`src/rtl/dm_port_arbiter.sv`:
```
// Two-port arbiter/sequencer in front of dm_4k (CPU port C, loader port X).
// DM_ARB_RR_EN selects round-robin tie-breaking; fixed C-priority otherwise.
module dm_port_arbiter #(
  parameter int ADDR_W = 10
) (
  input  logic              clk,
  input  logic              rst,
  input  logic              c_req,
  input  logic              c_we,
  input  logic [ADDR_W-1:0] c_addr,
  input  logic [1:0]        c_bsel,
  input  logic              c_bmode,
  input  logic [31:0]       c_din,
  output logic              c_gnt,
  output logic              c_rvalid,
  output logic [31:0]       c_rdata,
  input  logic              x_req,
  input  logic              x_we,
  input  logic [ADDR_W-1:0] x_addr,
  input  logic [1:0]        x_bsel,
  input  logic              x_bmode,
  input  logic [31:0]       x_din,
  output logic              x_gnt,
  output logic              x_rvalid,
  output logic [31:0]       x_rdata,
  output logic [ADDR_W-1:0] dm_addr,
  output logic [31:0]       dm_din,
  output logic              dm_we,
  output logic              dm_bmode,
  output logic [1:0]        dm_bsel,
  input  logic [31:0]       dm_dout,
  output logic              owner
);

  typedef enum logic [1:0] {
    IDLE,
    ACCESS,
    RESP
  } state_e;

  state_e              state_q, state_d;
  logic                win_q, win_d;
  logic                we_q, we_d;
  logic [ADDR_W-1:0]   addr_q, addr_d;
  logic [31:0]         din_q, din_d;
  logic [1:0]          bsel_q, bsel_d;
  logic                bmode_q, bmode_d;
  logic [31:0]         c_rdata_q, c_rdata_d;
  logic [31:0]         x_rdata_q, x_rdata_d;
  logic                any_req;
  logic                pick;
`ifdef DM_ARB_RR_EN
  logic                rr_q, rr_d;
`endif

  always_comb begin
    any_req   = c_req | x_req;
`ifdef DM_ARB_RR_EN
    // rr_q names the port favoured on the next tie
    pick      = (c_req & x_req) ? rr_q : x_req;
    rr_d      = rr_q;
`else
    pick      = ~c_req;
`endif
    state_d   = state_q;
    win_d     = win_q;
    we_d      = we_q;
    addr_d    = addr_q;
    din_d     = din_q;
    bsel_d    = bsel_q;
    bmode_d   = bmode_q;
    c_rdata_d = c_rdata_q;
    x_rdata_d = x_rdata_q;
    unique case (state_q)
      IDLE, RESP: begin
        state_d = IDLE;
        if (any_req) begin
          state_d = ACCESS;
          win_d   = pick;
          we_d    = pick ? x_we    : c_we;
          addr_d  = pick ? x_addr  : c_addr;
          din_d   = pick ? x_din   : c_din;
          bsel_d  = pick ? x_bsel  : c_bsel;
          bmode_d = pick ? x_bmode : c_bmode;
`ifdef DM_ARB_RR_EN
          rr_d    = ~pick;
`endif
        end
      end
      ACCESS: begin
        state_d = RESP;
        if (!we_q) begin
          if (win_q) x_rdata_d = dm_dout;
          else       c_rdata_d = dm_dout;
        end
      end
      default: state_d = IDLE;
    endcase
  end

  always_ff @(posedge clk) begin
    if (rst) begin
      state_q   <= IDLE;
      win_q     <= 1'b0;
      we_q      <= 1'b0;
      addr_q    <= '0;
      din_q     <= '0;
      bsel_q    <= '0;
      bmode_q   <= 1'b0;
      c_rdata_q <= '0;
      x_rdata_q <= '0;
`ifdef DM_ARB_RR_EN
      rr_q      <= 1'b0;
`endif
    end else begin
      state_q   <= state_d;
      win_q     <= win_d;
      we_q      <= we_d;
      addr_q    <= addr_d;
      din_q     <= din_d;
      bsel_q    <= bsel_d;
      bmode_q   <= bmode_d;
      c_rdata_q <= c_rdata_d;
      x_rdata_q <= x_rdata_d;
`ifdef DM_ARB_RR_EN
      rr_q      <= rr_d;
`endif
    end
  end

  assign c_gnt    = (state_q == ACCESS) & ~win_q;
  assign x_gnt    = (state_q == ACCESS) &  win_q;
  assign c_rvalid = (state_q == RESP)   & ~win_q;
  assign x_rvalid = (state_q == RESP)   &  win_q;
  assign c_rdata  = c_rdata_q;
  assign x_rdata  = x_rdata_q;
  assign dm_addr  = addr_q;
  assign dm_din   = din_q;
  assign dm_bsel  = bsel_q;
  assign dm_bmode = bmode_q;
  // a write caught by reset never reaches the array
  assign dm_we    = (state_q == ACCESS) & we_q & ~rst;
  assign owner    = win_q;

endmodule

```
`config.mk`:
```
export PLATFORM = sky130hd
export DESIGN_NAME = dm_port_arbiter
export DESIGN_NICKNAME = d
export VERILOG_FILES = /design/src/rtl/dm_port_arbiter.sv
export SDC_FILE = /design/constraint.sdc
export NUM_CORES = 1
export LEC_CHECK = 0
export CAP_MARGIN = 40
export CORE_MARGIN = 2
export CORE_UTILIZATION = 30
export DETAILED_ROUTE_END_ITERATION = 6
export GPL_TIMING_DRIVEN = 0
export SLEW_MARGIN = 20
export SYNTH_ARGS = -nofsm -noshare
export SYNTH_HDL_FRONTEND = slang
export SYNTH_SLANG_ARGS = --single-unit
```
`constraint.sdc`:
```
create_clock -name clk -period 1.3 [get_ports clk]
set_input_delay 0.26 -clock clk [delete_from_list [all_inputs] [get_ports clk]]
set_output_delay 0.26 -clock clk [all_outputs]
set_load 0.02 [all_outputs]
```
# [Word-level counts from Yosys, hierarchy flattened]
# Index checks and enable logic that the tools add are counted.
[word_totals] register_bits=113 wordCells=34
[op_classes] n_eq_ne=2 muxes=7 bitwise_logic=11 n_reduce_logical=5
[op_table] cell="$mux 32" n=1
[op_table] cell="$mux 10" n=1
[op_table] cell="$and 1x1->1" n=6
[op_table] cell="$reduce_and 3->1" n=2
[op_table] cell="$not 1->1" n=4
[op_table] cell="$pmux 2 s2" n=1
[op_table] cell="$mux 1" n=3
[op_table] cell="$eq 2x1->1 const B" n=1
[op_table] cell="$eq 2x2->1 const B" n=1
[op_table] cell="$logic_not 2->1" n=1
[op_table] cell="$mux 2" n=1
[op_table] cell="$reduce_and 2->1" n=1
[op_table] cell="$reduce_or 2->1" n=1
[op_table] cell="$or 1x1->1" n=1

# [Logic depth before layout (Yosys ltp)]
[logic_depth] ltp_word=3 mapped_depth=5 depth_no_buf=2

# [Least setup slack after synthesis]
# Ideal clock, no wire load.
[synth_timing] path_kind="input -> output" startpoint="input rst" endpoint="output dm_we" t_arrival_ns=1.078 t_required_ns=1.040 setup_slack_ns=-0.038 path_stages=3 path_cell_list="buf_6 clkbuf_1 nor3b_1"
[synth_between] elab_chain_cells=2
[synth_rtl] item="start: declaration" line="7" text="input logic rst,"
[synth_rtl] item="$not 1->1" line="142" text="assign dm_we = (state_q == ACCESS) & we_q & ~rst;"
[synth_rtl] item="$and 1x1->1" line="142"
[synth_rtl] item="end: declaration" line="28" text="output logic dm_we,"
# No other way between the ends.

# [Final worst setup path]
[layout_timing] startpoint="register state_q[1]" endpoint="output dm_we"
[layout_between] elab_chain_cells=3
[layout_rtl] item="start: declaration" line="41" text="state_e state_q, state_d;"
[layout_rtl] item="start signal: assignment" line="116" text="state_q <= state_d;"
[layout_rtl] item="$eq 2x1->1" line="142"
[layout_rtl] item="$and 1x1->1 (2 in series)" line="142"
# No other way between the ends.

==> impl_metrics.csv <==
group,metric,value,unit
status,status,"finished, violations left",
status,violations,"setup timing",
clock_tree,path_clk_slew,50,ps
sta,clock.fmax,662,MHz
clock_tree,clk_latency,420,ps
floorplanning,die_width,136,um
run,max-cap-violations,0,
critical_path,start_kind,"register",
sta,setup_viol,67,
floorplanning,die-area,18600,sq um
logic_synthesis,synth.most_common_cell,"nand2b_1",
critical_path,worstPathRequired,1040,ps
logic_synthesis,syn-num-nets,600,
final_layout,fillers,1604,
logic_synthesis,yosysTopAreaCellShare,43.0,%
sta,tightest_slew,544,ps
logic_synthesis,synth_edf_count,0,
critical_path,slowest_stage,"dfxtp_4",
floorplanning,core_area,17200,sq um
logic_synthesis,synth_cells,472,
floorplanning,top_level_ports,243,
clock_tree,cts_tree,"yes",
sta,max_slew_margin,63.7,%
critical_path,r2r_start,"state_q[1]",
critical_path,cp-startpoint,"state_q[1]",
detailed_routing,dr.first_iter.drc_count,81,
grt,antenna_found_initial,1,
logic_synthesis,ys_ff_latch,113,
clock_tree,cts_buffers,17,
clock_tree,cts-htree-levels,4,
floorplanning,rows,48,
critical_path,arrival,1250,ps
final_layout,synthToLayoutAreaGrowth,62.3,%
logic_synthesis,synth_area,5260,sq um
logic_synthesis,yosysSeqAreaShare,43.0,%
logic_synthesis,synth_area_leader_cell,"dfxtp_1",
detailed_routing,firstDrtPassIters,4,
placed_design,post-place-ws,-483,ps
logic_synthesis,yosys_warnings,0,
worst_hold_path,hold_start,"rst",
logic_synthesis,ys_top_cells_by_area,"dfxtp_1 43%, mux2i_1 21%, nand2b_1 17%",
logic_synthesis,synth_common_cells,"144 x nand2b_1, 113 x dfxtp_1, 110 x mux2i_1, 29 x o32ai_2, 17 x o32ai_1",
sta,fin_skew,7.10,ps
detailed_routing,wl_per_cell,17.6,um
sta,finalMaxSlewViolations,0,
sta,finalHoldViolations,0,
sta,fin_ws,-212,ps
detailed_routing,postRouteAntennaNets,0,
sta,period_share,116,%
critical_path,crit_buf_inv,1,
grt,grt_first_pass_wirelength,25700,um
placed_design,finalWeightedCongestion,0.753,
critical_path,slowest_delay,350,ps
power,finalPower,10000,uW
final_layout,antenna_cells,0,
final_layout,fin_nets,873,
final_layout,final_util,49.5,%
placed_design,dp_hpwl,12800,um
detailed_routing,via_per_inst,4.65,
logic_synthesis,synth_ff_type,"dfxtp_1",
grt,grt_usage,18.1,%
grt,grt_pass1_vias,4802,
logic_synthesis,ys_types,18,
power,power.leakage,0.00366,uW
clock_tree,cts.sinks,113,
clock_tree,cts_buffer_depth,2,
critical_path,path_cells,"nand2b_4, nor3b_2, buf_4",
logic_synthesis,syn_avg_cell_area,11.1,sq um
floorplanning,die_height,136,um
critical_path,critPathKind,"register to primary output",
grt,overflow,0,
detailed_routing,vias,4558,
worst_hold_path,hold_path.class,"input port to register",
placed_design,portBuffers,240,
critical_path,crit_fanout,4,
power,ir_drop,0.791,mV
sta,finalCriticalPeriod,1510,ps
power,p_per_area,1180,nW/um^2
logic_synthesis,async_flop_share,0,%
final_layout,layout-drive-gt1-share,30.8,%
detailed_routing,postRouteWirelength,17200,um
floorplanning,start_util,30.5,%
detailed_routing,drc,0,
critical_path,cp-end-kind,"primary output",
sta,rsz0062_at_grt,"yes",
critical_path,critPathTopFamily,"flip-flops",
grt,grt_max_degree,17,
clock_tree,hold_buffers,0,
clock_tree,cts_root_buf,"clkbuf_16",
metal layers:
| layer | up-vias | track usage, % | part of all wire (%) |
|---|---|---|---|
| met4 | 2 | 5.73 | 1.2 |
| met1 | 2140 | 19.3 | 40 |
| met2 | 182 | 31.4 | 48 |
| met5 | - | 0 | 0.075 |
| li1 | 2214 | - | - |
| met3 | 20 | 8.87 | 11 |
registers in the layout, summed over array words and instances, names as in the netlist:
name,count
owner,1
c_rdata,32
dm_bsel,2
dm_addr,10
dm_din,32
x_rdata,32
dm_bmode,1
state_q,2
we_q,1
cell usage in the layout, fill, tap and decap left out, drive strengths merged, types with 2 or more instances in the layout:
master and instances:
and3 2, buf 132, clkbuf 47, clkdlybuf4s15 18
clkdlybuf4s50 125, clkinv 5, dfxtp 113, inv 2
mux2i 110, nand2b 144, nor2 5, o32ai 46
worst paths after layout:
| kind | cells after the start | endpoint | slack (ps) |
|---|---|---|---|
| hold / removal | 3 | state_q[1] | 400 |
| setup / recovery | 3 | dm_we | -210 |
| setup reg to reg | 5 | c_rdata[5] | -70 |
| hold reg to reg | 2 | c_rdata[3] | 470 |
stage by stage:
| step | hold WS, ps | TNS, ps | cells | instance area, sq um |
|---|---|---|---|---|
| global route | 427 | -8010 | 981 | 8540 |
| floorplan | 426 | 0 | 472 | 5270 |
| detailed placement | 466 | -24590 | 937 | 7950 |
| CTS | 369 | -896 | 969 | 8380 |
| global placement | 459 | -21800 | 937 | 7950 |
| finish | 400 | -2980 | 981 | 8540 |
tightest hold or removal path: stages:
cell	delay, ps
buf_6	120
clkbuf_1	220
nor2_1	170
where the power goes:
| group | switching (uW) | internal (uW) |
|---|---|---|
| clock network | 1540 | 2590 |
| logic | 983 | 1120 |
| registers | 122 | 3680 |
| total | 2650 | 7390 |
area by class of cell:
type | instances | area (sq um) | area share, %
buffer | 44 | 395 | 4.63
clock buffer | 24 | 492 | 5.76
clock inverter | 6 | 32.5 | 0.381
inverter | 2 | 7.51 | 0.0879
multi-input combinational | 313 | 2850 | 33.3
sequential | 113 | 2270 | 26.6
tap | 225 | 282 | 3.30
timing repair buffer | 254 | 2210 | 25.9
cells by family after synthesis:
group,count (synthesis),share of synthesized area [%]
mux,110,20.9
compound gates,48,12.2
buf+inv,46,5.26
simple gates,155,18.6
flops,113,43.0
timing repair:
| action | 4_1_cts | 5_1_grt |
|---|---|---|
| endpoints found under the setup margin | 218 | 111 |
| cloned | 0 | 7 |
| resized for setup | 434 | 92 |
| setup buffers | 2 | 5 |
| pin swaps | 2 | 35 |
(Power assumes the default switching activity.)
